===== config.mk =====
export PLATFORM = sky130hd
export DESIGN_NAME = sub_serial
export DESIGN_NICKNAME = d
export VERILOG_FILES = /design/src/rtl/sub_serial.sv
export SDC_FILE = /design/constraint.sdc
export NUM_CORES = 1
export LEC_CHECK = 0
export ABC_CLOCK_PERIOD_IN_PS = 1200
export BUFFER_PORTS_ARGS = -buffer_cell sky130_fd_sc_hd__clkbuf_2
export CELL_PAD_IN_SITES_DETAIL_PLACEMENT = 0
export CELL_PAD_IN_SITES_GLOBAL_PLACEMENT = 1
export CORE_ASPECT_RATIO = 1.75
export CORE_MARGIN = 1
export CORE_UTILIZATION = 36
export CTS_CLUSTER_DIAMETER = 150
export DETAILED_ROUTE_END_ITERATION = 16
export GPL_TIMING_DRIVEN = 0
export MAX_ROUTING_LAYER = met4
export PLACE_DENSITY_LB_ADDON = 0.1
export REMOVE_ABC_BUFFERS = 1
export SLEW_MARGIN = 20
export SYNTH_ARGS = -nofsm -noshare
export SYNTH_HDL_FRONTEND = slang
export SYNTH_SLANG_ARGS = --single-unit
export TNS_END_PERCENT = 1

===== constraint.sdc =====
create_clock -name clk -period 1.2 [get_ports clk]
set_clock_uncertainty 0.1 [all_clocks]
set_input_delay 0.18 -clock clk [delete_from_list [all_inputs] [get_ports clk]]
set_output_delay 0.18 -clock clk [all_outputs]
set_load 0.03 [all_outputs]

===== src/rtl/sub_serial.sv =====
// rtl/sub_serial.sv - bit-serial LSB-first 2's-complement subtractor, one result per WIDTH+2 cycles
// Optional signed-overflow output enabled by defining SUB_SERIAL_OVF_EN.
module sub_serial #(
    parameter int WIDTH = 8
) (
    input  logic             clk,
    input  logic             rst,
    input  logic             en,
    input  logic [WIDTH-1:0] a,
    input  logic [WIDTH-1:0] b,
    output logic [WIDTH-1:0] out,
    output logic             borrow,
    output logic             done,
`ifdef SUB_SERIAL_OVF_EN
    output logic             ovf,
`endif
    output logic             busy
);
    localparam int CW = $clog2(WIDTH);

    typedef enum logic [1:0] {
        S_IDLE = 2'd0,
        S_SUB  = 2'd1,
        S_DONE = 2'd2
    } state_t;

    state_t           state;
    state_t           state_nxt;
    logic [WIDTH-1:0] a_reg;
    logic [WIDTH-1:0] b_reg;
    logic             brw;
    logic [CW-1:0]    count;
    logic             d;
    logic             brw_nxt;
    logic             last_bit;

    // Full-subtractor cell on the current LSB pair.
    assign d        = a_reg[0] ^ b_reg[0] ^ brw;
    assign brw_nxt  = (~a_reg[0] & b_reg[0]) | (~a_reg[0] & brw) | (b_reg[0] & brw);
    assign last_bit = (count == CW'(WIDTH - 1));

    always_ff @(posedge clk) begin
        if (rst) state <= S_IDLE;
        else     state <= state_nxt;
    end

    always_comb begin
        state_nxt = S_IDLE;
        case (state)
            S_IDLE:  state_nxt = en ? S_SUB : S_IDLE;
            S_SUB:   state_nxt = last_bit ? S_DONE : S_SUB;
            S_DONE:  state_nxt = S_IDLE;
            default: state_nxt = S_IDLE;
        endcase
    end

    assign done = (state == S_DONE);
    assign busy = (state != S_IDLE);

`ifdef SUB_SERIAL_OVF_EN
    logic sa;
    logic sb;

    always_ff @(posedge clk) begin
        if (rst) begin
            sa  <= 1'b0;
            sb  <= 1'b0;
            ovf <= 1'b0;
        end else if (state == S_IDLE && en) begin
            sa  <= a[WIDTH-1];
            sb  <= b[WIDTH-1];
            ovf <= 1'b0;
        end else if (state == S_SUB && last_bit) begin
            ovf <= (sa ^ sb) & (d ^ sa);
        end
    end
`endif

    always_ff @(posedge clk) begin
        if (rst) begin
            a_reg  <= '0;
            b_reg  <= '0;
            brw    <= 1'b0;
            count  <= '0;
            out    <= '0;
            borrow <= 1'b0;
        end else begin
            case (state)
                S_IDLE: begin
                    if (en) begin
                        a_reg  <= a;
                        b_reg  <= b;
                        brw    <= 1'b0;
                        count  <= '0;
                        out    <= '0;
                        borrow <= 1'b0;
                    end
                end
                S_SUB: begin
                    brw   <= brw_nxt;
                    out   <= {d, out[WIDTH-1:1]};
                    a_reg <= a_reg >> 1;
                    b_reg <= b_reg >> 1;
                    count <= count + CW'(1);
                    if (last_bit) borrow <= brw_nxt;
                end
                default: ;
            endcase
        end
    end
endmodule


==> insert_results.sql <==
INSERT INTO impl_metrics (metric_group, metric, value, unit) VALUES
('run_status', 'run_status', 'complete, but fails checks', ''),
('run_status', 'violations', 'negative setup slack', ''),
('floorplan', 'io_pins', '30', ''),
('final_layout', 'n_antenna_cell', '0', ''),
('floorplan', 'initial_utilization', '38.1', '%'),
('min_path', 'holdCritPathClass', 'input port to flip-flop', ''),
('worst_setup_path', 'worstSetupStartpointType', 'flip-flop', ''),
('timing', 'achievable-frequency', '742', 'MHz'),
('routing', 'first_iter_violations', '18', ''),
('floorplan', 'design.die.area', '4180', 'um2'),
('grt', 'global_route_wire_length_before_repair', '5.43', 'mm'),
('worst_setup_path', 'cp_top_family', 'simple AND/OR/NAND/NOR gates', ''),
('worst_setup_path', 'critical_path.max_fanout', '7', ''),
('timing', 'hold_violations_final', '0', ''),
('grt', 'global_route.usage.total', '17.7', '%'),
('timing', 'timing.final.crit_period', '1.35', 'ns'),
('worst_setup_path', 'regToRegSetupSlack', '-0.15', 'ns'),
('final_layout', 'mostFrequentLayoutCell', 'dfxtp_1', ''),
('timing', 'tightest_slew', '0.634', 'ns'),
('clock_network', 'cts_inserted_buffers', '5', ''),
('floorplan', 'floorplan.die.height', '84.8', 'um'),
('synth', 'ys_seq_area_share', '44.0', '%'),
('grt', 'first_global_vias', '1169', ''),
('final_layout', 'layout.cells.most_common_list', 'dfxtp_1 (28), nor2_1 (27), clkbuf_2 (27), nand2b_1 (14), nor3_1 (13)', ''),
('clock_network', 'cts-root-buf', 'clkbuf_8', ''),
('pwr', 'fin_total_pwr', '2.36', 'mW'),
('clock_network', 'cts_hold_buf', '0', ''),
('placement', 'port_buffers', '29', ''),
('timing', 'drv_slew', '0', ''),
('worst_setup_path', 'crit_end', 'a_reg[5]', ''),
('clock_network', 'worst_skew_pair.late_latency', '0.28', 'ns'),
('placement', 'place_congestion', '0.688', ''),
('synth', 'synth-seq-cells', '31', ''),
('final_layout', 'final_layout_size_suffix_gt1_share', '36.7', '%'),
('timing', 'max-slew-margin-rel', '57.7', '%'),
('floorplan', 'core-area', '3700', 'um2'),
('worst_setup_path', 'critical_path.n_buffers_inverters', '1', ''),
('synth', 'ys_top_cells_by_area', 'dfxtp_1 (44%), or3b_1 (8.7%), nor2_1 (7.4%)', ''),
('routing', 'routedWlPerCell', '13.4', 'um'),
('worst_setup_path', 'max_stage_delay', '0.40', 'ns'),
('timing', 'rsz0062_at_grt', 'true', ''),
('placement', 'hpwlAfterDp', '1.82', 'mm'),
('pwr', 'cellPowerDensity', '1280', 'nW/um2'),
('worst_setup_path', 'critical_path.endpoint_type', 'flip-flop', ''),
('worst_setup_path', 'critical_path.reg2reg.startpoint', 'state[0]', ''),
('clock_network', 'cts.htree.levels', '2', ''),
('worst_setup_path', 'timing.critical_path.arrival', '1.39', 'ns'),
('routing', 'wirelength', '3.25', 'mm'),
('grt', 'antenna_found_initial', '0', ''),
('final_layout', 'area_growth_syn_to_layout', '30.5', '%'),
('worst_setup_path', 'timing.rr.end', 'a_reg[5]', ''),
('clock_network', 'cts.path.max_buffers', '2', ''),
('worst_setup_path', 'worstSetupPathDepth', '4', ''),
('pwr', 'total_leakage_power', '0.787', 'nW'),
('grt', 'maximum_number_of_pins_on_one_net_before_global_route_repair', '32', ''),
('timing', 'finalSetupViolations', '29', ''),
('synth', 'post_synth_instance_area', '1410', 'um2'),
('worst_setup_path', 'crit_chain', 'buf_4 -> or3b_4 -> a21oi_2 -> nor3_1', ''),
('worst_setup_path', 'cpMaxStageDelayCell', 'dfxtp_4', ''),
('pwr', 'worst_ir_drop_on_vdd', '1.06', 'mV'),
('timing', 'postLayoutSetupSlackWorst', '-0.148', 'ns'),
('synth', 'number_of_library_cell_types_mapped_by_synthesis', '26', ''),
('worst_setup_path', 'r2r.worst_path.cells', '4', ''),
('grt', 'globalRouteOverflowTotal', '0', ''),
('clock_network', 'clock-sinks', '31', ''),
('floorplan', 'floorplan_row_count', '29', ''),
('final_layout', 'nNetsFinal', '217', ''),
('run', 'timing.max_cap.violations', '0', ''),
('routing', 'drt_pre_antenna_iters', '4', ''),
('routing', 'remaining_drc_errors', '0', ''),
('clock_network', 'clkTransAtPathRegs', '0.06', 'ns');
[synthesized netlist by cell type]
cell	count
dfxtp_1	31
nor2_1	28
a21oi_1	14
nand2b_1	14
or3b_1	14
nor3_1	13
a22oi_1	11
buf_2	3
buf_4	3
buf_6	3
clkbuf_1	3
inv_1	3
a211oi_1	2
a32oi_1	2
ha_1	2
nor2b_1	2
a31oi_1	1
and3b_1	1
buf_1	1
fa_1	1
mux2i_1	1
nand2_1	1
nand3_1	1
nand3b_1	1
o21ba_2	1
o21bai_4	1
[through the flow]
step / instance area (um2) / cells / setup TNS (ns) / setup WS, ns
floorplan: 1330 / 145 / -14.19 / -0.678
global placement: 1530 / 220 / -27.32 / -1.16
detailed placement: 1530 / 220 / -29.53 / -1.26
CTS: 1790 / 242 / -2.97 / -0.141
global route: 1840 / 242 / -4.78 / -0.189
finish: 1840 / 242 / -2.71 / -0.148
[worst min-delay path by stage]
| stage | from | end | slack, ns | depth (start not counted) |
|---|---|---|---|---|
| global placement | b[7] | b_reg[7] | 0.34 | 3 |
| finish | a[7] | a_reg[7] | 0.07 | 3 |
| CTS | a[7] | a_reg[7] | 0.06 | 3 |
| detailed placement | a[7] | a_reg[7] | 0.35 | 3 |
| floorplan | rst | borrow | 0.15 | 1 |
| global route | a[7] | a_reg[7] | 0.1 | 3 |
[layout make-up]
| cell class | instances | area [um2] |
|---|---|---|
| multi-input combinational | 111 | 762 |
| sequential | 31 | 629 |
| timing repair buffer | 43 | 282 |
| fill | 396 | 1860 |
| inverter | 3 | 11.3 |
| clock buffer | 8 | 100 |
| tap | 46 | 57.6 |
[per-layer routing]
layer  GRT usage, %  vias up  part of all wire (%)
li1               -      620                     -
met4           8.82        0                   2.5
met5              -        -                     0
met1           19.2      594                    41
met3           3.94       10                   3.3
met2           29.6       27                    53
[cells by family after synthesis]
logic type      count (synthesis)  synth area share, %
flops                          31                 44.0
buf+inv                        16                 6.91
simple gates                   75                 29.6
fa+ha+maj                       3                 3.19
mux                             1                0.709
compound gates                 32                 15.6
[worst min-delay path, cell delays in order]
cell,delay [ns]
clkbuf_2,0.08
a32oi_1,0.08
nor2_1,0.07
[where the power goes]
part	switching (mW)	internal, mW	leakage [nW]
logic	0.174	0.181	0.480
clock network	0.368	0.523	0.0515
registers	0.0358	1.08	0.256
[repair_timing]
action,4_1_cts,5_1_grt
pin swaps,17,1
resized for setup,18,15
setup buffers,14,0
setup endpoints to repair,33,32
Note: power is estimated with default switching activity, not from simulation.
